--- config.mk ---
export PLATFORM = sky130hd
export DESIGN_NAME = order_ingress_arbiter
export DESIGN_NICKNAME = d
export VERILOG_FILES = /design/src/rtl/order_ingress_arbiter.sv
export SDC_FILE = /design/constraint.sdc
export NUM_CORES = 1
export LEC_CHECK = 0
export ABC_AREA = 1
export CORE_MARGIN = 4
export CORE_UTILIZATION = 50
export CTS_BUF_LIST = sky130_fd_sc_hd__clkbuf_8 sky130_fd_sc_hd__clkbuf_16
export DETAILED_ROUTE_END_ITERATION = 8
export GPL_TIMING_DRIVEN = 0
export PLACE_DENSITY = 0.82
export SLEW_MARGIN = 20
export SYNTH_ARGS = -nofsm -noshare
export SYNTH_HDL_FRONTEND = slang
export SYNTH_SLANG_ARGS = --single-unit
--- constraint.sdc ---
create_clock -name clk -period 2.25 [get_ports clk]
set_input_delay 0.5625 -clock clk [delete_from_list [all_inputs] [get_ports clk]]
set_output_delay 0.5625 -clock clk [all_outputs]
set_load 0.005 [all_outputs]
--- src/rtl/order_ingress_arbiter.sv ---
// order_ingress_arbiter
// Shares the matching engine's single order input between the UDP order FIFO
// and the bot FIFO. UDP traffic has priority. A bounded-burst guard stops a
// continuous UDP stream from starving a pending bot order. The block pops one
// word, strobes it to the engine, then waits for the engine to finish before
// it grants again.
//
// Ports:
//   clk, rst_n                clock (rising edge) / async active-low reset
//   udp_empty, udp_dout       UDP FIFO status and read data (1-cycle latency)
//   udp_rd_en                 UDP FIFO pop pulse
//   bot_empty, bot_dout       bot FIFO status and read data (1-cycle latency)
//   bot_rd_en                 bot FIFO pop pulse
//   eng_busy                  engine busy
//   eng_valid                 one-cycle order strobe to the engine
//   eng_data, eng_src         order word and its source (1 = bot)
//   udp_fifo_has_data         ~udp_empty, exported to the bot
//   udp_grant_cnt             saturating count of issued UDP orders
//   bot_grant_cnt             saturating count of issued bot orders
module order_ingress_arbiter #(
  parameter int unsigned MAX_UDP_BURST = 16,
  parameter int unsigned CNT_W         = 32
) (
  input  logic             clk,
  input  logic             rst_n,
  input  logic             udp_empty,
  input  logic [31:0]      udp_dout,
  output logic             udp_rd_en,
  input  logic             bot_empty,
  input  logic [31:0]      bot_dout,
  output logic             bot_rd_en,
  input  logic             eng_busy,
  output logic             eng_valid,
  output logic [31:0]      eng_data,
  output logic             eng_src,
  output logic             udp_fifo_has_data,
  output logic [CNT_W-1:0] udp_grant_cnt,
  output logic [CNT_W-1:0] bot_grant_cnt
);

  localparam int unsigned BW = (MAX_UDP_BURST > 0) ? $clog2(MAX_UDP_BURST + 1) : 1;
  localparam logic [BW-1:0] BURST_LIM = BW'(MAX_UDP_BURST);

  typedef enum logic [2:0] {
    S_IDLE,
    S_READ,
    S_LATCH,
    S_PEND,
    S_GUARD,
    S_WAIT
  } state_t;

  state_t        r_state;
  state_t        w_next;
  logic          r_sel;     // source of the grant in flight (1 = bot)
  logic [BW-1:0] r_burst;

  logic w_decide;
  logic w_guard_trip;
  logic w_grant_udp;
  logic w_grant_bot;
  logic w_fire;

  assign udp_fifo_has_data = ~udp_empty;

  assign w_decide     = (r_state == S_IDLE) && !eng_busy;
  assign w_guard_trip = (MAX_UDP_BURST != 0) && (r_burst >= BURST_LIM) && !bot_empty;
  assign w_grant_udp  = w_decide && !udp_empty && !w_guard_trip;
  // Reaching here with UDP non-empty implies the guard tripped, so bot is non-empty.
  assign w_grant_bot  = w_decide && !bot_empty && !w_grant_udp;
  assign w_fire       = ((r_state == S_LATCH) || (r_state == S_PEND)) && !eng_busy;

  always_comb begin
    w_next = r_state;
    unique case (r_state)
      S_IDLE:  if (w_grant_udp || w_grant_bot) w_next = S_READ;
      S_READ:  w_next = S_LATCH;
      S_LATCH: w_next = eng_busy ? S_PEND : S_GUARD;
      S_PEND:  if (!eng_busy) w_next = S_GUARD;
      S_GUARD: w_next = S_WAIT;
      S_WAIT:  if (!eng_busy) w_next = S_IDLE;
      default: w_next = S_IDLE;
    endcase
  end

  always_ff @(posedge clk or negedge rst_n) begin
    if (!rst_n) begin
      r_state       <= S_IDLE;
      r_sel         <= 1'b0;
      r_burst       <= '0;
      udp_rd_en     <= 1'b0;
      bot_rd_en     <= 1'b0;
      eng_valid     <= 1'b0;
      eng_data      <= '0;
      eng_src       <= 1'b0;
      udp_grant_cnt <= '0;
      bot_grant_cnt <= '0;
    end else begin
      r_state   <= w_next;
      udp_rd_en <= w_grant_udp;
      bot_rd_en <= w_grant_bot;
      eng_valid <= w_fire;

      if (w_grant_udp || w_grant_bot) r_sel <= w_grant_bot;

      if (w_grant_udp) begin
        if (!bot_empty) begin
          if (r_burst != '1) r_burst <= r_burst + 1'b1;
        end else begin
          r_burst <= '0;
        end
      end else if (w_grant_bot) begin
        r_burst <= '0;
      end

      // eng_src is updated together with eng_data so the pair stays coherent
      // from one LATCH to the next.
      if (r_state == S_LATCH) begin
        eng_data <= r_sel ? bot_dout : udp_dout;
        eng_src  <= r_sel;
      end

      if (w_fire) begin
        if (r_sel) begin
          if (bot_grant_cnt != '1) bot_grant_cnt <= bot_grant_cnt + 1'b1;
        end else begin
          if (udp_grant_cnt != '1) udp_grant_cnt <= udp_grant_cnt + 1'b1;
        end
      end
    end
  end

endmodule
==> impl_metrics.csv <==
group,metric,value,unit
outcome,outcome,"finished clean",
synthesis,synth_top_area_cell,"dfrtp_1",
routing,wl_per_cell,14.0,um
worst_setup_path,reg2reg_depth,11,
worst_setup_path,cp_data_required_time,1.69,ns
die,pin_count,170,
timing,tightest_slew,0.521,ns
die,start_util,0.513,
job,drv_cap,0,
clock_tree,postCtsSetupBuffers,0,
timing,period_share,0.928,
place,gp_congestion,0.975,
worst_setup_path,path_class,"in2out",
synthesis,synth_flop_cell,"dfrtp_1",
synthesis,synth_edf_count,0,
cells_and_area,syn_to_final_growth,34.1,%
global_routing,grt_pass1_wl,29.8,mm
global_routing,grt_overflow,0,
global_routing,use_met2,0.413,
routing,vias_per_cell,5.07,
synthesis,yosysWarnings,0,
timing,hold_viol,0,
cells_and_area,antenna_cells,0,
routing,drc,0,
synthesis,netlist_top_cells_count,"nand2_1, nor2_1, dfrtp_1",
timing,finalMaxSlewViolations,0,
synthesis,ys_top_cells_by_area,"dfrtp_1, nand2_1, nor2_1",
cells_and_area,utilization,0.688,
clock_tree,clk_path_buf_depth,2,
power_and_ir_drop,powerDensity,796,nW/um^2
routing,via_count,6582,
worst_setup_path,reg2reg_from,"udp_grant_cnt[1]",
clock_tree,cts_repair_resize_count,0,
clock_tree,cts_tree,"done",
synthesis,ys_ff_latch,109,
place,io_buffers,169,
timing,setup_viol,0,
synthesis,synth_seq_area_share,0.420,
global_routing,grt_pass1_vias,6176,
die,die_h,122,um
clock_tree,clkLatencyLatePin,0.36,ns
synthesis,yosysUniqueCellTypes,32,
synthesis,yosysMostFrequentCell,"nand2_1",
global_routing,use_met3,0.0845,
worst_setup_path,critPathMaxFanout,2,
clock_tree,cts_hold_buf,0,
routing,wirelength,18.2,mm
clock_tree,clockRootBuffer,"clkbuf_16",
cells_and_area,layout-drive-gt1-share,0.0586,
synthesis,synth_area_per_cell,6.91,um^2
worst_setup_path,cp-end-kind,"output pin",
cells_and_area,nNetsFinal,1195,
cells_and_area,final_area,8720,um^2
power_and_ir_drop,leakage,3.99,nW
die,die_w,122,um
synthesis,synth_top_area_share,0.420,
worst_setup_path,r2r_end,"udp_grant_cnt[22]",
place,placed_area,8440,um^2
routing,firstDrtPassIters,5,
global_routing,met1_usage,0.319,
routing,ant_nets,0,
global_routing,grt_max_degree,72,
clock_tree,numCtsBuffers,9,
synthesis,synthArstFlopShare,1.00,
clock_tree,clk_pin_slew,0.08,ns
worst_setup_path,ff2ff_setup_slack,0.24,ns
timing,rsz0062_at_grt,"false",
synthesis,synthesis.area,6500,um^2
die,die_area,14900,um^2
timing,period_needed,2.09,ns
die,core_region_area,12700,um^2
clock_tree,cts_sinks,109,
min_path,hp-class,"in2async",
worst_setup_path,cp.arrival,1.53,ns
synthesis,synthesis.nets,1014,
clock_tree,cts_htree_levels,3,
timing,finalClockSkew,0.00948,ns
power_and_ir_drop,ir_drop,0.812,mV
global_routing,antenna_found_initial,0,
place,place_hpwl,14.1,mm
synthesis,postSynthCellCount,941,
global_routing,top_usage_layer,"met2",
timing,clock.fmax,479,MHz
worst_setup_path,start_kind,"input pin",
timing,relSlewSlack,0.653,
global_routing,grt_util_all_layers,0.252,
die,num_rows,41,
power_and_ir_drop,power.total,0.00694,W
routing,first_iter_violations,461,
layout by cell type, fill, tap and decap left out, types with 6 or more instances in the layout:
cell type,Yosys,layout
o31ai_1,32,32
buf_2,6,6
clkdlybuf4s50_1,0,168
nand3_1,37,37
nand2_1,415,415
xnor2_1,13,13
o21ai_0,10,10
buf_6,10,11
xor2_1,15,15
nor2_1,165,165
dfrtp_1,109,109
clkbuf_16,0,9
nand4_1,10,10
nand2_2,10,10
inv_1,61,61
nor2_2,6,6
metrics by stage:
step | worst slack [ns] | TNS (ns) | std cells | hold WS, ns
floorplan | 0.595 | 0 | 941 | 0.267
global placement | -3.72 | -404.47 | 1282 | 0.463
detailed placement | 0.00695 | 0 | 1283 | 0.469
CTS | 0.151 | 0 | 1299 | 0.113
global route | 0.131 | 0 | 1299 | 0.126
finish | 0.162 | 0 | 1299 | 0.0984
sequential cells by signal, summed over array words and instances (netlist names):
| register | flops |
|---|---|
| eng_data | 32 |
| bot_grant_cnt | 32 |
| eng_valid | 1 |
| udp_grant_cnt | 32 |
| udp_rd_en | 1 |
| r_state | 3 |
| eng_src | 1 |
| r_sel | 1 |
| r_burst | 5 |
| bot_rd_en | 1 |
kinds of logic after synthesis:
logic type,share of synthesized area
flip-flops,0.420
AND/OR/NAND/NOR,0.419
adder cells (fa/ha/maj),0.00770
AO/OA/AOI/OAI,0.0502
buffers and inverters,0.0658
XOR/XNOR,0.0377
layout make-up:
| class | instances | area [um^2] |
|---|---|---|
| clock buffers | 10 | 239 |
| flip-flops and latches | 109 | 2730 |
| well taps | 172 | 215 |
| multi-input cells | 742 | 3350 |
| clock inverters | 6 | 45.0 |
| fillers | 1110 | 3950 |
| repair buffers | 170 | 1720 |
| plain buffers | 24 | 173 |
| inverters | 66 | 255 |
worst max path at each step:
stage / startpoint / endpoint / slack [ns] / cells past startpoint
2_1_floorplan: udp_grant_cnt[0] / udp_grant_cnt[30] / 0.59 / 11
3_3_place_gp: rst_n / bot_grant_cnt[22] / -3.72 / 1
6_report: udp_empty / udp_fifo_has_data / 0.16 / 3
4_1_cts: udp_empty / udp_fifo_has_data / 0.15 / 3
5_1_grt: udp_grant_cnt[1] / udp_grant_cnt[29] / 0.13 / 11
3_5_place_dp: eng_busy / bot_grant_cnt[0] / 0.007 / 7
worst max-delay path, cell delays in order:
cell	delay, ns
clkdlybuf4s50_1	0.42
inv_1	0.06
clkdlybuf4s50_1	0.48
where the power goes:
part	internal, W	switching [W]
clock network	0.000791	0.000767
registers	0.00238	0.000304
logic	0.00130	0.00141
total	0.00446	0.00248
per-layer routing:
metal / vias up / wire length (um) / share of wire
li1: 3286 / - / -
met1: 3007 / 7500 / 0.41
met2: 271 / 8500 / 0.47
met3: 18 / 1910 / 0.10
met4: 0 / 292 / 0.016
met5: - / 0 / 0
Power figures use the tool's default switching activity.
